## src/rtl/mem_pkg.sv

```systemverilog
// Shared types and sizes for the memory access unit.
// Beat geometry assumes the default 32-bit word and 256-bit vector.
package mem_pkg;

  localparam int N_DEF      = 32;
  localparam int V_DEF      = 256;
  localparam int NBEATS     = V_DEF / N_DEF;
  localparam int WORD_BYTES = N_DEF / 8;

  typedef enum logic [2:0] {
    IDLE,
    VWR,
    VRD,
    VDRAIN,
    VDONE
  } mau_state_e;

endpackage

```

## src/rtl/memory_access_unit_buffer.sv

```systemverilog
// Eight-word register file for vector beats.
// Supports parallel load, single-word indexed write and parallel read.
import mem_pkg::*;

module vector_beat_buffer #(
  parameter int W  = 32,
  parameter int NB = 8
) (
  input  logic                  clk_i,
  input  logic                  rst_i,
  input  logic                  load_i,
  input  logic [W*NB-1:0]       load_data_i,
  input  logic                  wr_i,
  input  logic [$clog2(NB)-1:0] wr_idx_i,
  input  logic [W-1:0]          wr_data_i,
  output logic [W*NB-1:0]       data_o
);

  logic [NB-1:0][W-1:0] mem_q;

  always_ff @(posedge clk_i or posedge rst_i) begin
    if (rst_i) begin
      mem_q <= '0;
    end else if (load_i) begin
      mem_q <= load_data_i;
    end else if (wr_i) begin
      mem_q[wr_idx_i] <= wr_data_i;
    end
  end

  assign data_o = mem_q;

endmodule

```

## src/rtl/memory_access_unit.sv

```systemverilog
// Memory-stage access unit: scalar pass-through plus
// eight-beat vector store/load bursts over the scalar bus.
import mem_pkg::*;

module memory_access_unit #(
  parameter int N = 32,
  parameter int V = 256
) (
  input  logic           clk,
  input  logic           rst,
  input  logic           en,
  input  logic           MemWriteM,
  input  logic           MemReadM,
  input  logic           VecDataM,
  input  logic [N-1:0]   AddressM,
  input  logic [N/8-1:0] ByteenaM,
  input  logic [N-1:0]   WriteDataM,
  input  logic [V-1:0]   WriteDataVM,
  input  logic [N-1:0]   ReadData,
  output logic [N-1:0]   AddressData,
  output logic [N/8-1:0] ByteenaData,
  output logic [N-1:0]   WriteData,
  output logic           RdenData,
  output logic           WrenData,
  output logic [N-1:0]   ReadDataM,
  output logic [V-1:0]   ReadDataVM,
  output logic           DoneVM,
  output logic           Busy
);

  localparam int NB = V / N;
  localparam logic [2:0] KLAST = 3'(NBEATS - 1);

  mau_state_e state_q, state_d;
  logic [2:0]   k_q, k_d;
  logic [N-1:0] base_q, base_d;
  logic         rd_pend_q;
  logic [2:0]   rd_idx_q;

  logic         wren, rden, wload;
  logic [N-1:0] beat_addr;
  logic [NB-1:0][N-1:0] wwords;

  assign beat_addr = base_q + {{(N-5){1'b0}}, k_q, 2'b00};
  assign ReadDataM = ReadData;
  assign WrenData  = en & wren;
  assign RdenData  = en & rden;

  always_comb begin
    state_d     = state_q;
    k_d         = k_q;
    base_d      = base_q;
    wload       = 1'b0;
    wren        = 1'b0;
    rden        = 1'b0;
    Busy        = 1'b0;
    DoneVM      = 1'b0;
    AddressData = AddressM;
    ByteenaData = ByteenaM;
    WriteData   = WriteDataM;
    unique case (state_q)
      IDLE: begin
        if (VecDataM & (MemWriteM | MemReadM)) begin
          Busy    = 1'b1;
          wload   = 1'b1;
          base_d  = {AddressM[N-1:2], 2'b00};
          k_d     = 3'd0;
          state_d = MemWriteM ? VWR : VRD;
        end else begin
          wren = MemWriteM;
          rden = MemReadM & ~MemWriteM;
        end
      end
      VWR: begin
        wren        = 1'b1;
        ByteenaData = '1;
        AddressData = beat_addr;
        WriteData   = wwords[k_q];
        Busy        = (k_q != KLAST);
        k_d         = k_q + 3'd1;
        if (k_q == KLAST) state_d = IDLE;
      end
      VRD: begin
        rden        = 1'b1;
        ByteenaData = '1;
        AddressData = beat_addr;
        WriteData   = '0;
        Busy        = 1'b1;
        k_d         = k_q + 3'd1;
        if (k_q == KLAST) state_d = VDRAIN;
      end
      VDRAIN: begin
        AddressData = base_q;
        ByteenaData = '0;
        WriteData   = '0;
        Busy        = 1'b1;
        state_d     = VDONE;
      end
      VDONE: begin
        AddressData = base_q;
        ByteenaData = '0;
        WriteData   = '0;
        DoneVM      = 1'b1;
        state_d     = IDLE;
      end
      default: state_d = IDLE;
    endcase
  end

  always_ff @(posedge clk or posedge rst) begin
    if (rst) begin
      state_q <= IDLE;
      k_q     <= 3'd0;
      base_q  <= '0;
    end else if (en) begin
      state_q <= state_d;
      k_q     <= k_d;
      base_q  <= base_d;
    end
  end

  // Returning load words are captured even while en is low.
  always_ff @(posedge clk or posedge rst) begin
    if (rst) begin
      rd_pend_q <= 1'b0;
      rd_idx_q  <= 3'd0;
    end else begin
      rd_pend_q <= RdenData & (state_q == VRD);
      rd_idx_q  <= k_q;
    end
  end

  vector_beat_buffer #(.W(N), .NB(NB)) u_wbuf (
    .clk_i       (clk),
    .rst_i       (rst),
    .load_i      (wload & en),
    .load_data_i (WriteDataVM),
    .wr_i        (1'b0),
    .wr_idx_i    (3'd0),
    .wr_data_i   ({N{1'b0}}),
    .data_o      (wwords)
  );

  vector_beat_buffer #(.W(N), .NB(NB)) u_rbuf (
    .clk_i       (clk),
    .rst_i       (rst),
    .load_i      (1'b0),
    .load_data_i ({V{1'b0}}),
    .wr_i        (rd_pend_q),
    .wr_idx_i    (rd_idx_q),
    .wr_data_i   (ReadData),
    .data_o      (ReadDataVM)
  );

endmodule

```

## config.mk

```make
export PLATFORM = sky130hd
export DESIGN_NAME = memory_access_unit
export DESIGN_NICKNAME = d
export VERILOG_FILES = /design/src/rtl/mem_pkg.sv /design/src/rtl/memory_access_unit_buffer.sv /design/src/rtl/memory_access_unit.sv
export SDC_FILE = /design/constraint.sdc
export NUM_CORES = 1
export LEC_CHECK = 0
export ABC_AREA = 1
export ABC_CLOCK_PERIOD_IN_PS = 18800
export CORE_MARGIN = 4
export CORE_UTILIZATION = 30
export CTS_CLUSTER_DIAMETER = 100
export DETAILED_ROUTE_END_ITERATION = 10
export PLACE_DENSITY_LB_ADDON = 0.05
export SYNTH_ARGS = -nofsm -noshare
export SYNTH_HDL_FRONTEND = slang
export SYNTH_SLANG_ARGS = --single-unit
```

## constraint.sdc

```tcl
create_clock -name clk -period 18.8 [get_ports clk]
set_clock_uncertainty 0.05 [all_clocks]
set_input_delay 1.88 -clock clk [delete_from_list [all_inputs] [get_ports clk]]
set_output_delay 1.88 -clock clk [all_outputs]
set_load 0.02 [all_outputs]
```

==> flow_summary.toml, run 1 <==
[outcome]
outcome = "finished, final reports clean"

[clock_tree]
clk_pin_slew_ns = 0.05
clock-sinks = 552
clk_latency_ns = 0.59
htree_levels = 3
post_cts_resized = 0
postCtsHoldBufs = 0
cts_tree = "built"
cts_buffers = 68
ctsLongestPathBuffers = 3
clk_root_buffer_cell = "clkbuf_16"
postCtsSetupBuffers = 0

[detailed_routing]
ant_nets = 0
num_vias = 21210
avgRoutedWirePerCell_um = 21.75
routed_wl_um = 96910
viasPerCell = 4.761
drtPass1Iterations = 6
initialDrtViolationCount = 1287
drc = 0

[placement]
place_congestion = 0.8352
port_buffers = 721
place_hpwl_um = 71510
dpl_cell_area_um2 = 32250

[critical_path]
path_delay_family = "buffers and inverters"
critPathLaunchType = "register"
worstPathRequired_ns = 16.87
arrival_ns = 4.07
worstPathCellList = "buf_4 -> o21ai_0 -> nand3_1 -> nand3_1 -> nand2_1 -> clkdlybuf4s50_1"
slowest_delay_ns = 0.96
path_class = "register to primary output"
cp_slowest_cell = "dfrtp_4"
crit_top_cell = "nand3_1"
crit_fanout = 106
crit_buf_inv = 2
cp-end-kind = "primary output"

[logic_synthesis]
synthArstFlopShare_pct = 100.0
synth_ff_type = "dfrtp_1"
ys_warn_count = 0
ys_ff_latch = 552
yosysMostFrequentCell = "dfrtp_1"
synth_top_area_share_pct = 56.53
ys_types = 28
synth.area.top_cells = "dfrtp_1 (57%), nand2_1 (8.2%), o21ai_0 (6.4%)"
ys_seq_area_share_pct = 56.53
syn_avg_cell_area_um2 = 9.087
synth_edf_count = 0
synth_nets = 3057
netlist_area_um2 = 24430
syn_inst = 2689
synthTopCellsByCount = "dfrtp_1 (552), nand2_1 (534), o21ai_0 (313), a21oi_1 (245), nor2_1 (229)"
synth_top_area_cell = "dfrtp_1"

[power]
ir_drop_mv = 0.1138
pwr-share-seq_pct = 33.3
p_clk_share_pct = 23.0
power.internal_mw = 3.626
combPwrFrac_pct = 43.7
netSwitchingPower_mw = 2.367
p_leak_nw = 15.57
switching_share_pct = 39.49
p_per_area_nw_per_um2 = 172.9

[hold_path]
worstHoldPathType = "register to register"

[sta]
rsz0062_at_grt = "no"
hold_viol = 0
tns_ns = 0
fmax_ghz = 0.1667
fin_crit_sh_pct = 31.91
setup_viol = 0
slew_viol_final = 0
tightest_slew_ns = 1.076
relSlewSlack_pct = 28.27
fin_crit_ns = 5.999

[die]
core_um2 = 80680
row_count = 104
die_h_um = 293.4
die_w_um = 293.4
io_pins = 722
start_util_pct = 30.29
dieArea_um2 = 86080

[global_route]
antenna_found_initial = 52
grt_max_degree = 152
grtUsageTotal_pct = 21.84
grt_pass1_wl_um = 141600
grt_pass1_vias = 21270
overflow = 0

[final_layout]
fillers = 7966
nets = 3683
design_area_um2 = 34660
register_area_um2 = 13820
multi_input_area_um2 = 8800
drive_above_1_share_pct = 6.207
syn_to_final_growth_pct = 41.84
final_util_pct = 42.96

[job]
max_cap_violations = 0
==> final cells by class <==
| cell class | count | area share [%] |
|---|---|---|
| sequential | 552 | 39.88 |
| multi-input combinational | 1717 | 25.39 |
| timing repair buffer | 749 | 21.47 |
| clock buffer | 102 | 5.863 |
| tap | 1060 | 3.827 |
| inverter | 227 | 2.480 |
| clock inverter | 20 | 0.8917 |
| antenna | 28 | 0.2022 |
==> sequential cells by signal, indices dropped and copies added, names as in the netlist <==
register       count
state_q            3
rd_idx_q           3
u_wbuf.data_o    256
rd_pend_q          1
k_q                3
u_rbuf.data_o    256
base_q            30
==> placed cells by master, fill, tap and decap left out, drive strengths merged <==
master and instances:
nor2 231, clkinv 10, nor3 1, dfrtp 552, nand3 163, fa 1, o21ai 313, o22ai 5
bufinv 7, a21oi 245, nand2 535, clkbuf 102, ha 5, clkdlybuf4s50 721, buf 28, diode 28
o21bai 2, inv 230, nand4 5, mux2 132, o211ai 74, o221ai 1, or2 4
==> worst reg2reg max path, cell delays in order (launching register included) <==
cell and delay (ns):
dfrtp_1 0.41, inv_2 0.08, nand2_4 0.13, nor2_8 0.06
nand3_4 0.41, buf_4 0.79, buf_4 0.92, buf_4 0.98
mux2_2 0.46
==> per-layer routing <==
metal  vias to the layer above  track usage [%]  routed length (µm)
li1                      10110                -                   -
met1                     10280            25.33               38000
met2                       600            38.03               49200
met3                       184            6.062                5830
met4                        34            9.265                3637
met5                         -                0                 234
==> logic make-up (layout without fill, tap and decap cells) <==
kind of cell / count (synthesis) / in the layout / synth area share, %
compound gates: 640 / 640 / 13.93
other cells: 0 / 28 / 0
mux: 132 / 132 / 6.083
flops: 552 / 552 / 56.53
simple gates: 939 / 939 / 15.54
fa+ha+maj: 6 / 6 / 0.3380
buf+inv: 420 / 1098 / 7.584
==> worst paths after layout <==
check,startpoint,endpoint,slack [ns],cells after the start
hold reg to reg,u_rbuf.data_o[195],u_rbuf.data_o[195],0.43,2
setup / recovery,k_q[0],WriteData[12],12.80,6
max in group asynchronous,rst,u_wbuf.data_o[158],14.83,4
min in group asynchronous,rst,u_rbuf.data_o[36],1.77,2
setup reg to reg,state_q[1],u_wbuf.data_o[82],14.38,8
hold / removal,u_rbuf.data_o[195],u_rbuf.data_o[195],0.43,2
==> metrics by stage <==
step / instances / power, mW / setup slack, ns / hold WS (ns)
after global placement: 4305 / 4.630 / 12.37 / 0.4168
after detailed placement: 4305 / 4.678 / 12.34 / 0.4219
after floorplan: 2689 / 3.414 / 1.436 / 0.3506
final: 4455 / 5.993 / 12.80 / 0.4333
after CTS: 4427 / 6.084 / 12.70 / 0.4360
after global routing: 4444 / 6.373 / 12.52 / 0.4431
==> power groups by stage <==
stage	logic [mW]	registers (mW)	clock network [mW]
floorplan	1.25	2.16	0
global placement	2.63	2.00	0
detailed placement	2.66	2.02	0
CTS	2.67	2.00	1.42
global route	2.85	2.06	1.46
finish	2.62	2.00	1.38
Note: power is estimated with default switching activity, not from simulation.
==> run 2, diff against run 1 <==
Settings changed: ABC_CLOCK_PERIOD_IN_PS 18800 to 6200.
Clock period 18.8 ns to 6.2 ns, I/O delays scaled along.
==> flow_summary.toml, run 2 (synthesis gave the netlist of run 1 again) <==
[detailed_routing]
drc = 0
initialDrtViolationCount = 1308
num_vias = 21110
routed_wl_um = 96760
avgRoutedWirePerCell_um = 21.74
ant_nets = 0
viasPerCell = 4.743
drtPass1Iterations = 5

[clock_tree]
clk_latency_ns = 0.61
clock-sinks = 552
htree_levels = 3
post_cts_resized = 0
cts_buffers = 69
ctsLongestPathBuffers = 3
clk_pin_slew_ns = 0.06
clk_root_buffer_cell = "clkbuf_16"
postCtsHoldBufs = 0
cts_tree = "built"
postCtsSetupBuffers = 0

[final_layout]
final_util_pct = 43.01
nets = 3683
final_cell_mix = "clkdlybuf4s50_1 (721), dfrtp_1 (549), nand2_1 (528)"
fin_cells = 4450
mostFrequentLayoutCell = "clkdlybuf4s50_1"
syn_to_final_growth_pct = 42.01
drive_above_1_share_pct = 6.213

[global_route]
overflow = 0
antenna_found_initial = 46
grt_max_degree = 204
grtUsageTotal_pct = 21.85
grt_pass1_vias = 21330
grt_pass1_wl_um = 142000

[critical_path]
critPathLaunchType = "register"
worstPathCellList = "inv_2 -> nand3_1 -> nand2_1 -> nor2_4 -> buf_4 -> inv_1 -> o22ai_1 -> inv_1 -> nand2_1 -> clkdlybuf4s50_1"
path_class = "register to primary output"
cp_slowest_cell = "nand2_1"
crit_fanout = 56
cp-end-kind = "primary output"
arrival_ns = 4.25
worstPathRequired_ns = 5.53
slowest_delay_ns = 0.62

[placement]
place_congestion = 0.8436
placedCellCount = 4304
port_buffers = 721
post-place-ws_ns = 1.836
place_hpwl_um = 71600

[sta]
fin_crit_sh_pct = 79.36
fin_ws_ns = 1.279
rsz0062_at_grt = "no"
fin_crit_ns = 4.921
relSlewSlack_pct = 30.42
tns_ns = 0
fmax_ghz = 0.2032
tightest_slew_ns = 1.041
hold_viol = 0
slew_viol_final = 0
setup_viol = 0

[power]
pwr-share-seq_pct = 33.3
netSwitchingPower_mw = 7.205
switching_share_pct = 39.73
ir_drop_mv = 0.4769
p_leak_nw = 15.58
power.internal_mw = 10.93
p_clk_share_pct = 22.7
power_mw = 18.13
combPwrFrac_pct = 44.0
p_per_area_nw_per_um2 = 522.5

[outcome]
outcome = "finished, final reports clean"

[die]
start_util_pct = 30.29
dieArea_um2 = 86080
io_pins = 722
core_um2 = 80680
row_count = 104
die_h_um = 293.4
die_w_um = 293.4

[hold_path]
worstHoldPathType = "input port to async pin"

[job]
max_cap_violations = 0
-- run 2: area by class of cell --
class	instances	area, µm²
sequential	552	13820
timing repair buffer	748	7507
clock inverter	18	261.5
fill	8031	45980
tap	1060	1326
multi-input combinational	1717	8800
antenna	26	65.06
inverter	227	855.8
clock buffer	102	2062
-- run 2: path summary, 6_finish.rpt --
kind,endpoint,slack [ns],startpoint,depth (start not counted)
setup / recovery,AddressData[19],1.28,state_q[2],10
hold / removal,u_rbuf.data_o[34],0.36,rst,2
setup reg to reg,u_wbuf.data_o[14],3.50,state_q[1],6
hold reg to reg,u_wbuf.data_o[144],0.43,u_wbuf.data_o[144],1
max in group asynchronous,u_rbuf.data_o[159],4.33,rst,3
min in group clk,u_wbuf.data_o[144],0.43,u_wbuf.data_o[144],1
-- run 2: metal layers --
layer | track usage (%) | vias up | share of wire [%]
met5 | 0 | - | 0.19
met4 | 8.516 | 30 | 3.3
met3 | 6.206 | 167 | 6.6
met2 | 38.27 | 594 | 51
met1 | 25.37 | 10190 | 39
li1 | - | 10130 | -
-- run 2: through the flow --
step | cell area, µm² | hold slack, ns
floorplan | 24440 | 0.3506
global placement | 32310 | 0.4171
detailed placement | 32310 | 0.4225
CTS | 34630 | 0.3288
global route | 34680 | 0.3600
finish | 34700 | 0.3582
-- run 2: worst max-delay path: cells and delay by family (launching register included) --
| family | cells | cell delay [ns] |
|---|---|---|
| buf+inv | 5 | 1.81 |
| simple gates | 4 | 1.07 |
| flops | 1 | 0.50 |
| compound gates | 1 | 0.25 |
-- run 2: power by group through the flow --
stage / Combinational (mW) / Clock [mW] / Sequential (mW)
finish: 7.98 / 4.12 / 6.03
global route: 8.70 / 4.39 / 6.21
CTS: 8.13 / 4.25 / 6.04
detailed placement: 8.10 / 0 / 6.09
global placement: 8.03 / 0 / 6.03
floorplan: 3.80 / 0 / 6.55
